[config.mk]
export PLATFORM = sky130hd
export DESIGN_NAME = pic_irq_ctrl_n
export DESIGN_NICKNAME = d
export VERILOG_FILES = /design/src/rtl/pic_irq_ctrl_n.sv
export SDC_FILE = /design/constraint.sdc
export NUM_CORES = 1
export LEC_CHECK = 0
export BUFFER_PORTS_ARGS = -buffer_cell sky130_fd_sc_hd__buf_2
export CAP_MARGIN = 20
export CORE_UTILIZATION = 40
export DETAILED_ROUTE_END_ITERATION = 8
export PLACE_DENSITY = 0.64
export SKIP_LAST_GASP = 1
export SLEW_MARGIN = 20
export SYNTH_ARGS = -nofsm -noshare
export SYNTH_HDL_FRONTEND = slang
export SYNTH_SLANG_ARGS = --single-unit
[constraint.sdc]
create_clock -name clk -period 3.9 [get_ports clk]
set_input_delay 1.17 -clock clk [delete_from_list [all_inputs] [get_ports clk]]
set_output_delay 1.17 -clock clk [all_outputs]
set_load 0.02 [all_outputs]
[src/rtl/pic_irq_ctrl_n.sv]
`default_nettype none
// ---------------------------------------------------------------------------
// pic_irq_ctrl_n : synchronous 8259-style interrupt controller  | rev 1.0
// ---------------------------------------------------------------------------
module pic_irq_ctrl_n #(
  parameter int NUM_IRQ = 8,
  parameter int IDX_W   = 3
) (
  input  logic               clk,
  input  logic               reset,
  input  logic [NUM_IRQ-1:0] irq_in,
  input  logic               wr_en,
  input  logic               rd_en,
  input  logic [2:0]         addr,
  input  logic [NUM_IRQ-1:0] wr_data,
  output logic [NUM_IRQ-1:0] rd_data,
  input  logic               inta,
  output logic               int_out,
  output logic [7:0]         vector_out,
  output logic               vector_valid
);

  typedef enum logic [0:0] {IDLE = 1'b0, ACK1 = 1'b1} state_t;

  state_t             state_q, state_d;
  logic [NUM_IRQ-1:0] irq_prev_q, irr_q, irr_d, isr_q, isr_d;
  logic [NUM_IRQ-1:0] imr_q, imr_d, trig_q, trig_d, rd_data_q, rd_data_d;
  logic [1:0]         ctrl_q, ctrl_d;
  logic [7:0]         vbase_q, vbase_d, vector_out_q, vector_out_d;
  logic [IDX_W-1:0]   ptr_q, ptr_d, win_q, win_d;
  logic               spur_q, spur_d, int_out_q, int_out_d;
  logic               vector_valid_q, vector_valid_d;

  logic [NUM_IRQ-1:0] isr_set, isr_clr, pending;
  logic [IDX_W-1:0]   cand_idx, isr_hi_idx;
  logic               cand_valid;
  int                 base, cand_rank, isr_rank;

  // Rank 0 is the highest-priority position, counting up from base with wrap.
  function automatic int first_rank(input logic [NUM_IRQ-1:0] v, input int b);
    logic [NUM_IRQ-1:0] rot;
    int                 r;
    rot = NUM_IRQ'({v, v} >> b);
    r   = NUM_IRQ;
    for (int k = NUM_IRQ - 1; k >= 0; k--) begin
      if (rot[k]) r = k;
    end
    return r;
  endfunction

  always_comb begin
    state_d        = state_q;
    irr_d          = irr_q;
    imr_d          = imr_q;
    trig_d         = trig_q;
    ctrl_d         = ctrl_q;
    vbase_d        = vbase_q;
    ptr_d          = ptr_q;
    win_d          = win_q;
    spur_d         = spur_q;
    vector_out_d   = vector_out_q;
    vector_valid_d = 1'b0;
    rd_data_d      = rd_data_q;
    isr_set        = '0;
    isr_clr        = '0;

    base       = ctrl_q[1] ? ((int'(ptr_q) + 1) % NUM_IRQ) : 0;
    pending    = irr_q & ~imr_q;
    cand_rank  = first_rank(pending, base);
    isr_rank   = first_rank(isr_q, base);
    cand_valid = (cand_rank < NUM_IRQ);
    cand_idx   = IDX_W'((base + cand_rank) % NUM_IRQ);
    isr_hi_idx = IDX_W'((base + isr_rank) % NUM_IRQ);

    // Edge bits latch until acknowledged; level bits follow the registered line.
    irr_d = irr_q & trig_q;

    case (state_q)
      IDLE: begin
        if (inta) begin
          state_d = ACK1;
          if (cand_valid) begin
            win_d             = cand_idx;
            spur_d            = 1'b0;
            isr_set[cand_idx] = 1'b1;
            irr_d[cand_idx]   = 1'b0;
          end else begin
            win_d  = IDX_W'(NUM_IRQ - 1);
            spur_d = 1'b1;
          end
        end
      end
      ACK1: begin
        if (inta) begin
          state_d        = IDLE;
          vector_valid_d = 1'b1;
          vector_out_d   = vbase_q + 8'(win_q);
          if (ctrl_q[0] && !spur_q) begin
            isr_clr[win_q] = 1'b1;
            if (ctrl_q[1]) ptr_d = win_q;
          end
        end
      end
      default: state_d = IDLE;
    endcase

    irr_d = irr_d | ((irq_in & ~irq_prev_q) & trig_q) | (irq_in & ~trig_q);

    if (wr_en) begin
      case (addr)
        3'd0: ctrl_d  = wr_data[1:0];
        3'd1: imr_d   = wr_data;
        3'd2: trig_d  = wr_data;
        3'd3: begin
          if (wr_data[7]) begin
            if (isr_rank < NUM_IRQ) begin
              isr_clr[isr_hi_idx] = 1'b1;
              if (ctrl_q[1]) ptr_d = isr_hi_idx;
            end
          end else if (wr_data[6]) begin
            if (int'(wr_data[IDX_W-1:0]) < NUM_IRQ) begin
              isr_clr[wr_data[IDX_W-1:0]] = 1'b1;
              if (ctrl_q[1]) ptr_d = wr_data[IDX_W-1:0];
            end
          end
        end
        3'd4: vbase_d = wr_data[7:0];
        default: ;
      endcase
    end

    isr_d = (isr_q & ~isr_clr) | isr_set;

    int_out_d = (state_q == IDLE) && !inta && cand_valid && (cand_rank < isr_rank);

    if (rd_en) begin
      case (addr)
        3'd0:    rd_data_d = NUM_IRQ'(ctrl_q);
        3'd1:    rd_data_d = imr_q;
        3'd2:    rd_data_d = trig_q;
        3'd3:    rd_data_d = irr_q;
        3'd4:    rd_data_d = NUM_IRQ'(vbase_q);
        3'd5:    rd_data_d = isr_q;
        default: rd_data_d = '0;
      endcase
    end
  end

  always_ff @(posedge clk) begin
    if (reset) begin
      state_q        <= IDLE;
      irq_prev_q     <= '0;
      irr_q          <= '0;
      isr_q          <= '0;
      imr_q          <= '1;
      trig_q         <= '0;
      ctrl_q         <= '0;
      vbase_q        <= '0;
      ptr_q          <= IDX_W'(NUM_IRQ - 1);
      win_q          <= '0;
      spur_q         <= 1'b0;
      int_out_q      <= 1'b0;
      vector_out_q   <= '0;
      vector_valid_q <= 1'b0;
      rd_data_q      <= '0;
    end else begin
      state_q        <= state_d;
      irq_prev_q     <= irq_in;
      irr_q          <= irr_d;
      isr_q          <= isr_d;
      imr_q          <= imr_d;
      trig_q         <= trig_d;
      ctrl_q         <= ctrl_d;
      vbase_q        <= vbase_d;
      ptr_q          <= ptr_d;
      win_q          <= win_d;
      spur_q         <= spur_d;
      int_out_q      <= int_out_d;
      vector_out_q   <= vector_out_d;
      vector_valid_q <= vector_valid_d;
      rd_data_q      <= rd_data_d;
    end
  end

  assign rd_data      = rd_data_q;
  assign int_out      = int_out_q;
  assign vector_out   = vector_out_q;
  assign vector_valid = vector_valid_q;

endmodule
`default_nettype wire

==> results.json <==
{
  "status": "finished, final reports clean",
  "antenna_found_initial": 0,
  "cpLargestDelayFamily": "adder cells",
  "finalMaxSlewViolations": 0,
  "yosysUniqueCellTypes": 61,
  "dpl.hpwl_um": 10800,
  "die_h_um": 112,
  "multi_input_area_um2": 3170,
  "clkPwrFrac_pct": 46.0,
  "pwr-share-seq_pct": 42.9,
  "insertion_delay_ns": 0.34,
  "syn_to_final_growth_pct": 15.0,
  "syn_area_per_cell_um2": 8.67,
  "die_w_um": 112,
  "period_needed_ns": 3.83,
  "ir_drop_mv": 0.245,
  "rsz0062_at_grt": "true",
  "portBuffers": 41,
  "tightest_slew_ns": 0.771,
  "finalHoldViolCount": 0,
  "crit_buf_inv": 2,
  "gr-total-overflow": 0,
  "worstPathCellList": "ha_1 -> nand2_4 -> buf_4 -> mux4_2 -> mux2i_2 -> o211a_1 -> o21ai_0 -> and2_1 -> ha_1 -> fa_2 -> xor2_1 -> a41oi_1 -> mux2i_1 -> buf_4 -> o21ai_1 -> a31oi_1",
  "syn_inst": 562,
  "grt_max_degree": 66,
  "crit_fanout": 7,
  "clock-sinks": 76,
  "vias_per_cell": 5.98,
  "htreeDepth": 3,
  "rr_worst_depth": 16,
  "finalSetupViolCount": 0,
  "power_density_nw_per_um2": 350,
  "syn_nets": 601,
  "cts_buffers": 9,
  "holdBufCountCts": 0,
  "p_int_uw": 1450,
  "grt_use_met2_pct": 37.8,
  "layout.cells.non_filler": 747,
  "synth_edf_count": 0,
  "fillers": 1115,
  "sw_frac_of_total_pct": 26.0,
  "cp-start-kind": "flip-flop",
  "clk_pin_slew_ns": 0.06,
  "whs_path_depth": 2,
  "synth-async-reset-ratio_pct": 0,
  "gp_routability_congestion": 0.896,
  "grt_first_pass_wirelength_um": 22800,
  "grt_pass1_vias": 4236,
  "end_kind": "flip-flop",
  "drv_cap": 0,
  "seq_area_um2": 1520,
  "worstPathRequired_ns": 4.09,
  "num_antenna_cells": 0,
  "drive_gt1_share_pct": 20.4,
  "ys_seq_elements": 76,
  "total_power_uw": 1960,
  "ioPinCount": 42,
  "antenna_left": 0,
  "row_count": 39,
  "crit_cells": 16,
  "drt_iter0_drc": 331,
  "worstPathArrival_ns": 4.03,
  "vias": 4464,
  "fin_tns_setup_ns": 0,
  "ys_seq_area_share_pct": 31.2,
  "wire_per_inst_um": 19.3,
  "routed_wl_um": 14500,
  "fin_nets": 638,
  "dp_cells": 729,
  "grt_busiest_layer": "met2",
  "critPathKind": "flip-flop to flip-flop",
  "syn_area_um2": 4870,
  "die-area_um2": 12600,
  "start_util_pct": 41.8,
  "root_buffer": "clkbuf_16",
  "fmax_ghz": 0.261,
  "total_leakage_power_uw": 0.00227,
  "cts_tree": "built",
  "hp-class": "flip-flop to flip-flop",
  "coreArea_um2": 11700,
  "drc_errors": 0,
  "ys_warn_count": 0,
  "p_switching_uw": 511,
  "fin_crit_sh_pct": 98.3,
  "cpPeakStageDelay_ns": 0.51,
  "clockBufferDepth": 2,
  "firstDrtPassIters": 5,
  "p_comb_share_pct": 11.1,
  "gr-usage-met3_pct": 2.75,
  "grt_use_total_pct": 23.4,
  "relSlewSlack_pct": 48.5,
  "cp_slowest_cell": "mux4_2",
  "skew_ns": 0.00335,
  "synth-main-ff-cell": "dfxtp_1",
  "globalRouteMet1Util_pct": 31.2
}
-- power groups by stage --
| stage | logic (uW) | registers [uW] | clock network, uW |
|---|---|---|---|
| 2_1_floorplan | 141 | 856 | 0 |
| 3_3_place_gp | 210 | 857 | 0 |
| 5_1_grt | 239 | 845 | 944 |
| 3_5_place_dp | 214 | 858 | 0 |
| 4_1_cts | 216 | 841 | 907 |
| 6_report | 219 | 842 | 903 |
-- synth_stat cells (9+ instances only) --
| cell type | number | area, um2 |
|---|---|---|
| nand2_1 | 81 | 304 |
| dfxtp_1 | 76 | 1520 |
| a21oi_1 | 54 | 270 |
| nor2_1 | 45 | 169 |
| mux2i_1 | 37 | 370 |
| nor2b_1 | 25 | 156 |
| clkbuf_1 | 24 | 90.1 |
| o21ai_0 | 22 | 110 |
| mux4_2 | 15 | 338 |
| nand3_1 | 14 | 70.1 |
| ha_1 | 12 | 150 |
| mux2_2 | 11 | 124 |
| inv_1 | 10 | 37.5 |
| a211oi_1 | 9 | 67.6 |
-- flip-flops by register name, indices dropped and copies added, names as in the netlist, 2 cells and up --
register	count
irr_q	8
vector_out	8
ctrl_q	2
isr_q	8
trig_q	8
win_q	3
vbase_q	8
irq_prev_q	8
ptr_q	3
rd_data	8
imr_q	8
-- worst register-to-register path, cell delays in order (launching register included) --
cell and delay (ns):
dfxtp_1 0.32, ha_1 0.33, nand2_4 0.15, buf_4 0.14, mux4_2 0.51, mux2i_2 0.20, o211a_1 0.17, o21ai_0 0.11
and2_1 0.20, ha_1 0.20, fa_2 0.39, xor2_1 0.19, a41oi_1 0.17, mux2i_1 0.10, buf_4 0.17, o21ai_1 0.24
a31oi_1 0.12
-- metrics by stage --
| stage | instance area, um2 | hold WS (ns) | util, % | setup WS (ns) |
|---|---|---|---|---|
| floorplan | 4870 | 0.453 | - | 0.327 |
| global placement | 5230 | 0.471 | 44.8 | -0.00667 |
| detailed placement | 5230 | 0.479 | 44.8 | -0.0246 |
| CTS | 5540 | 0.487 | 47.5 | 0.0569 |
| global route | 5610 | 0.511 | 48.1 | -0.0209 |
| finish | 5610 | 0.486 | 48.1 | 0.0654 |
-- layout by cell type (no fill, tap or decap), drive strengths merged, types with 11 or more instances in the layout --
cell,netlist,routed
buf,10,60
nand2,82,82
mux2i,42,42
nor2,45,45
inv,12,13
nand3,14,14
a21oi,54,54
dfxtp,76,76
mux2,11,11
nor2b,25,25
o21ai,26,26
ha,12,12
mux4,16,16
-- routing by layer --
metal | wire length [um] | up-vias
met5 | 0 | -
met4 | 527 | 0
met3 | 762 | 38
met2 | 6760 | 159
met1 | 6410 | 2145
li1 | - | 2122
-- logic make-up after synthesis --
| group | count (synthesis) | synth area share [%] |
|---|---|---|
| xor+xnor | 11 | 1.98 |
| flops | 76 | 31.2 |
| simple gates | 210 | 21.1 |
| fa+ha+maj | 15 | 4.31 |
| buf+inv | 46 | 4.59 |
| compound gates | 135 | 17.6 |
| mux | 69 | 19.2 |
-- layout make-up --
| type | count | share of cell area, % |
|---|---|---|
| Multi-Input combinational cell | 440 | 56.6 |
| Sequential cell | 76 | 27.2 |
| Timing Repair Buffer | 60 | 6.49 |
| Clock buffer | 10 | 4.08 |
| Tap cell | 143 | 3.19 |
| Clock inverter | 6 | 1.54 |
| Inverter | 12 | 0.937 |
-- final timing paths --
check | from | end | slack (ns)
max | ptr_q[0] | isr_q[0] | 0.07
min | vector_out[7] | vector_out[7] | 0.49
max reg2reg | ptr_q[0] | isr_q[0] | 0.07
min reg2reg | vector_out[7] | vector_out[7] | 0.49
-- repair_timing --
action / in CTS / in global routing
setup endpoints to repair: 1 / 16
resized for setup: 1 / 12
buffers inserted: 0 / 2
cloned: 0 / 0
pin swaps: 0 / 2
No activity file was read; power rests on OpenSTA's default activity.
